File: config.mk
export PLATFORM = sky130hd
export DESIGN_NAME = continuous_assignment_example
export DESIGN_NICKNAME = d
export VERILOG_FILES = /design/src/rtl/continuous_assignment_example.sv
export SDC_FILE = /design/constraint.sdc
export NUM_CORES = 1
export LEC_CHECK = 0
export BUFFER_PORTS_ARGS = -buffer_cell sky130_fd_sc_hd__buf_2
export CAP_MARGIN = 20
export CORE_MARGIN = 5
export CORE_UTILIZATION = 46
export CTS_BUF_LIST = sky130_fd_sc_hd__clkbuf_16
export DETAILED_ROUTE_END_ITERATION = 7
export PLACE_DENSITY = 0.75
export SYNTH_ARGS = -nofsm -noshare
export SYNTH_HDL_FRONTEND = slang
export SYNTH_SLANG_ARGS = --single-unit
File: constraint.sdc
create_clock -name clk -period 1.85 [get_ports clk]
set_input_delay 0.185 -clock clk [delete_from_list [all_inputs] [get_ports clk]]
set_output_delay 0.185 -clock clk [all_outputs]
set_load 0.05 [all_outputs]
File: src/rtl/continuous_assignment_example.sv
`default_nettype none
// ============================================================================
// Module   : continuous_assignment_example
// Purpose  : Continuous-assignment OR gate plus clocked gate bank, rising-edge
//            detector and saturating high-cycle counter on the same inputs.
// Revision : 1.0 - initial release
// ============================================================================
module continuous_assignment_example #(
    parameter int CNT_W = 8
) (
    input  logic             clk,
    input  logic             rst_n,
    input  logic             a,
    input  logic             b,
    input  logic [2:0]       sel,
    input  logic             clr,
    output logic             c,
    output logic             y,
    output logic             y_q,
    output logic [5:0]       gates_q,
    output logic             c_rise,
    output logic [CNT_W-1:0] high_count
);

    localparam logic [CNT_W-1:0] C_CNT_MAX = '1;

    logic [5:0]       w_gates;
    logic             w_y;
    logic             r_y_q;
    logic [5:0]       r_gates_q;
    logic             r_c_q;
    logic             r_c_rise;
    logic [CNT_W-1:0] r_high_count;

    // Plain operators keep 4-state X propagation on the combinational path.
    assign c       = a | b;
    assign w_gates = {~(a ^ b), ~(a | b), ~(a & b), a ^ b, a & b, a | b};

    always_comb begin
        w_y = 1'b0;
        case (sel)
            3'd0: w_y = w_gates[0];
            3'd1: w_y = w_gates[1];
            3'd2: w_y = w_gates[2];
            3'd3: w_y = w_gates[3];
            3'd4: w_y = w_gates[4];
            3'd5: w_y = w_gates[5];
            3'd6: w_y = a;
            3'd7: w_y = b;
        endcase
    end

    assign y = w_y;

    always_ff @(posedge clk) begin
        if (!rst_n) begin
            r_y_q        <= 1'b0;
            r_gates_q    <= 6'b000000;
            r_c_q        <= 1'b0;
            r_c_rise     <= 1'b0;
            r_high_count <= '0;
        end else begin
            r_y_q     <= w_y;
            r_gates_q <= w_gates;
            r_c_q     <= c;
            r_c_rise  <= c & ~r_c_q;
            // Clear beats increment; the count sticks at all-ones.
            if (clr) begin
                r_high_count <= '0;
            end else if (c && (r_high_count != C_CNT_MAX)) begin
                r_high_count <= r_high_count + 1'b1;
            end
        end
    end

    assign y_q        = r_y_q;
    assign gates_q    = r_gates_q;
    assign c_rise     = r_c_rise;
    assign high_count = r_high_count;

endmodule
`default_nettype wire

==> metrics.yaml, run 1 <==
status:
  status: "finished, final reports clean"
placement:
  port_buffers: 25
  gp_congestion: 0.797
  dp_slack_ps: 67.4
  hpwl_um: 1140
  placed_cells: 112
global_routing:
  grtUsageMet2: 0.222
  antenna_found_initial: 0
  met1_usage: 0.145
  grt_util_met3: 0.0275
  grtUsageTotal: 0.127
  grt_pass1_vias: 574
  busiest_layer: "met2"
  grt_pass1_wl_um: 2480
  gr-total-overflow: 0
  grt_max_degree: 10
sta:
  tns_ps: 0
  hold_violations: 0
  timing.hold.ws_ps: 223
  setup_viol: 0
  rsz0062_at_grt: "no"
  period_share: 0.950
  worst_slew_pin_slew_ps: 315
  slew_headroom: 0.790
  fmax_ghz: 0.569
  finClkSkew_ps: 3.87
  setup_slack_ps: 92.2
  min_period_ps: 1760
  maxSlewViolCount: 0
synth:
  yosys-top-cells-area: "dfxtp_1, ha_1, xnor2_1"
  synth_edf_count: 0
  synth_top_area_cell: "dfxtp_1"
  yosysMostFrequentCell: "dfxtp_1"
  netlist_area_um2: 697
  yosysSeqAreaShare: 0.460
  synthArstFlopShare: 0
  avgSynthCellArea_um2: 9.68
  ys_warn_count: 0
  ys_seq_elements: 16
  netlist_instances: 72
  yosysUniqueCellTypes: 32
  syn-num-nets: 83
  yosysTopAreaCellShare: 0.460
  synthTopCellsByCount: "dfxtp_1, nor2_1, a21oi_1, nand2_1, xnor2_1"
  ys.flop_type: "dfxtp_1"
power_and_ir_drop:
  power_density_mw_per_mm2: 996
  peakVddDrop_mv: 0.514
  p_seq_frac: 0.398
  comb_power_share: 0.151
  switching_power_uw: 228
  power_frac_clock: 0.452
  p_leak_uw: 0.000432
  internal_power_uw: 688
  switching_share: 0.249
clocking:
  htreeDepth: 1
  clock_latency_ps: 240
  cts_sinks: 16
  cts_buffers: 3
  hold_buffers: 0
  clkSlewWorstSetupHoldPaths_ps: 50
  cts_tree: "built"
  cts_root_buf: "clkbuf_16"
  cts_resized: 0
  clockBufferDepth: 2
  post-cts-setup-buffers: 0
cells_and_area:
  fin_nets: 112
  fin_cells: 116
  area_growth_syn_to_layout_pct: 32.0
  nFillCells: 132
  drive_above_1_share: 0.340
  antenna_cells: 0
  final_core_util: 0.625
worst_hold_path:
  min_path_type: "in2reg"
route:
  wl_um: 1500
  drcViolationCount: 0
  ant_nets: 0
  routedWlPerCell_um: 13.0
  drt_pass1_iterations: 4
  vias: 612
  vias_per_cell: 5.28
  drtIter0Drc: 12
floorplan:
  start_util: 0.474
  fp.dieW_um: 48.9
  io_pins: 26
  coreArea_mm2: 0.00147
  rows: 14
  die-area_mm2: 0.00239
  dieHeight_um: 48.9
critical_path:
  worstSetupStartpointType: "primary input"
  cp_max_fo: 4
  path_class: "in2out"
  crit_arrival_ps: 1570
  endpoint_kind: "output pin"
  required_ps: 1660
flow_run:
  drv_cap: 0
metal layers:
layer / part of all wire / wire length (um)
met5: 0 / 0
met4: 0.0093 / 14
met2: 0.51 / 764
met1: 0.42 / 631
met3: 0.061 / 92
flip-flops by register name, indices dropped and copies added (netlist names):
name / cells
y_q: 1
gates_q: 6
high_count: 8
c_rise: 1
path summary, 6_finish.rpt:
path	from	end	slack [ps]	depth (start not counted)
min	sel[2]	y_q$_SDFF_PN0_	220	2
min reg2reg	gates_q[0]$_SDFF_PN0_	c_rise$_SDFF_PN0_	400	1
max reg2reg	high_count[0]$_SDFFE_PP0P_	high_count[1]$_SDFFE_PP0P_	310	5
max	a	y	90	7
power groups by stage:
stage | combinational (uW) | sequential, uW | clock, uW
floorplan | 58.8 | 414 | 0
global placement | 134 | 370 | 0
detailed placement | 137 | 371 | 0
CTS | 137 | 364 | 423
global route | 148 | 365 | 437
finish | 138 | 364 | 414
cells by family after synthesis:
group / count (synthesis) / share of synthesized area
compound gates: 12 / 0.113
simple gates: 29 / 0.239
mux: 2 / 0.0467
fa+ha+maj: 3 / 0.0539
flops: 16 / 0.460
xor+xnor: 4 / 0.0503
buf+inv: 6 / 0.0377
cells in the final DEF, fill, tap and decap left out, types with 2 or more instances in the layout:
cell type,Yosys,layout
o21a_1,2,2
xnor2_1,4,4
inv_1,3,3
buf_2,0,24
nor2_1,8,8
nor2b_1,3,3
and2_1,2,2
dfxtp_1,16,16
nor3_1,2,2
ha_1,3,3
a21oi_1,4,4
nand2_1,4,4
clkbuf_16,0,3
through the flow:
stage | instance area [um2] | total power (uW)
final | 920 | 916
after global routing | 920 | 949
after CTS | 917 | 924
after detailed placement | 838 | 508
after global placement | 838 | 504
after floorplan | 697 | 473
final cells by class:
cell class / instances / area, um2 / share of cell area
Clock inverter: 1 / 3.75 / 0.00408
Tap cell: 16 / 20.0 / 0.0218
Timing Repair Buffer: 26 / 135 / 0.147
Multi-Input combinational cell: 50 / 350 / 0.381
Sequential cell: 16 / 320 / 0.348
Inverter: 4 / 15.0 / 0.0163
Clock buffer: 3 / 75.1 / 0.0816
critical path: stages:
cell      delay [ps]
buf_2             90
inv_1             50
ha_1             340
mux4_2           480
nand2_1          100
o21a_1           110
clkbuf_4         220
No activity file was read; power rests on OpenSTA's default activity.
==> inputs of run 2 (changes only) <==
--- a/config.mk
+++ b/config.mk
@@ -8,10 +8,10 @@
 export BUFFER_PORTS_ARGS = -buffer_cell sky130_fd_sc_hd__buf_2
 export CAP_MARGIN = 20
 export CORE_MARGIN = 5
-export CORE_UTILIZATION = 46
-export CTS_BUF_LIST = sky130_fd_sc_hd__clkbuf_16
+export CORE_UTILIZATION = 49
+export CTS_BUF_LIST = sky130_fd_sc_hd__clkbuf_8
 export DETAILED_ROUTE_END_ITERATION = 7
-export PLACE_DENSITY = 0.75
+export PLACE_DENSITY = 0.8
 export SYNTH_ARGS = -nofsm -noshare
 export SYNTH_HDL_FRONTEND = slang
 export SYNTH_SLANG_ARGS = --single-unit
==> run 2 against run 1 <==
Net effect:
- first-iteration DRC count shrank 50%
- largest power group is now sequential cells
- count of clock-buffer cells in the layout increased by 1
- cell count is 0.86% lower
- via count shrank 5.7%
- design area fell by 2.7%
==> metrics.yaml, run 2 (synthesis results as in run 1) <==
sta:
  setup_viol: 0
  min_period_ps: 1750
  hold_violations: 0
  fmax_ghz: 0.570
  rsz0062_at_grt: "no"
  slew_headroom: 0.801
  worst_slew_pin_slew_ps: 299
  finClkSkew_ps: 0.611
  tns_ps: 0
  maxSlewViolCount: 0
  period_share: 0.948
cells_and_area:
  largest_reg_flops: 8
  drive_above_1_share: 0.350
  mostFrequentLayoutCells: "buf_2, dfxtp_1, nor2_1"
  area_growth_syn_to_layout_pct: 28.4
  nFillCells: 97
  fin_nets: 112
  final_core_util: 0.679
  layout_commonest_cell: "buf_2"
  antenna_cells: 0
power_and_ir_drop:
  switching_power_uw: 208
  power_frac_clock: 0.373
  internal_power_uw: 589
  comb_power_share: 0.172
  p_leak_uw: 0.000422
  switching_share: 0.261
  peakVddDrop_mv: 0.440
  power_density_mw_per_mm2: 891
  p_seq_frac: 0.455
clocking:
  cts_resized: 0
  post-cts-setup-buffers: 0
  cts_buffers: 3
  clkSlewWorstSetupHoldPaths_ps: 60
  cts_root_buf: "clkbuf_8"
  cts_tree: "built"
  cts_sinks: 16
  clock_latency_ps: 240
  hold_buffers: 0
  clockBufferDepth: 2
  htreeDepth: 1
critical_path:
  crit_slowest_cell: "mux4_2"
  crit_family: "multiplexers"
  worstSetupStartpointType: "primary input"
  critPathMaxStageDelay_ps: 480
  required_ps: 1660
  path_class: "in2out"
  crit_arrival_ps: 1570
  endpoint_kind: "output pin"
  cp_cell_sequence: "buf_2 -> inv_1 -> ha_1 -> mux4_2 -> nand2_1 -> o21a_1 -> clkbuf_4"
  path_buf_inv: 3
  cp_max_fo: 4
route:
  drtIter0Drc: 6
  wl_um: 1280
  routedWlPerCell_um: 11.1
  drt_pass1_iterations: 4
  vias_per_cell: 5.02
  ant_nets: 0
  vias: 577
  drcViolationCount: 0
floorplan:
  dieHeight_um: 47.7
  rows: 13
  die-area_mm2: 0.00228
  start_util: 0.529
  io_pins: 26
  coreArea_mm2: 0.00132
  fp.dieW_um: 47.7
status:
  status: "finished, final reports clean"
global_routing:
  antenna_found_initial: 0
  grt_pass1_wl_um: 1950
  grt_pass1_vias: 471
  gr-total-overflow: 0
  grt_max_degree: 10
  grtUsageTotal: 0.125
worst_hold_path:
  min_path_type: "in2reg"
flow_run:
  drv_cap: 0
placement:
  gp_congestion: 0.705
  port_buffers: 25
  hpwl_um: 1020
run 2: changes by cell type in the layout (fill, tap and decap cells not counted), sizes merged:
cell | before | now
clkbuf | 4 | 5
clkinv | 1 | 0
run 2: final timing paths:
check | startpoint | endpoint | slack (ps) | cells after the start
setup reg to reg | high_count[0]$_SDFFE_PP0P_ | high_count[1]$_SDFFE_PP0P_ | 370 | 5
setup / recovery | a | y | 100 | 7
hold reg to reg | gates_q[0]$_SDFF_PN0_ | c_rise$_SDFF_PN0_ | 400 | 1
hold / removal | sel[2] | y_q$_SDFF_PN0_ | 230 | 2
run 2: final cells by class:
class	count	area [um2]	area share
flip-flops and latches	16	320	0.358
inverters	4	15.0	0.0168
repair buffers	26	135	0.151
multi-input cells	50	350	0.392
well taps	15	18.8	0.0210
clock buffers	4	55.1	0.0615
run 2: stage by stage:
stage	total power (uW)	instance area, um2	setup slack, ps	hold WS [ps]	cells
6_report	797	895	95.5	230	115
5_1_grt	828	895	15.6	251	115
4_1_cts	805	892	66.0	225	115
3_5_place_dp	507	837	73.2	397	111
3_3_place_gp	504	837	128	392	111
2_1_floorplan	473	697	80.0	312	72
run 2: routing by layer:
metal	global-route usage	vias up	wire length [um]	part of all wire
met2	0.174	19	558	0.44
met5	0	-	0	0
li1	-	303	-	-
met4	0.0968	0	35	0.027
met3	0.0338	4	88	0.069
met1	0.162	251	598	0.47
run 2: power groups by stage:
stage	Sequential [uW]	Clock, uW	Combinational [uW]
global route	364	318	146
CTS	363	306	137
detailed placement	371	0	136
global placement	370	0	134
finish	363	297	137
floorplan	414	0	58.8
run 2: worst reg2reg max path: stages, from the launching register on:
cell and delay (ps):
dfxtp_1 340, ha_1 240, and3_1 250, a21oi_1 280
mux2i_1 210, nor2_1 50
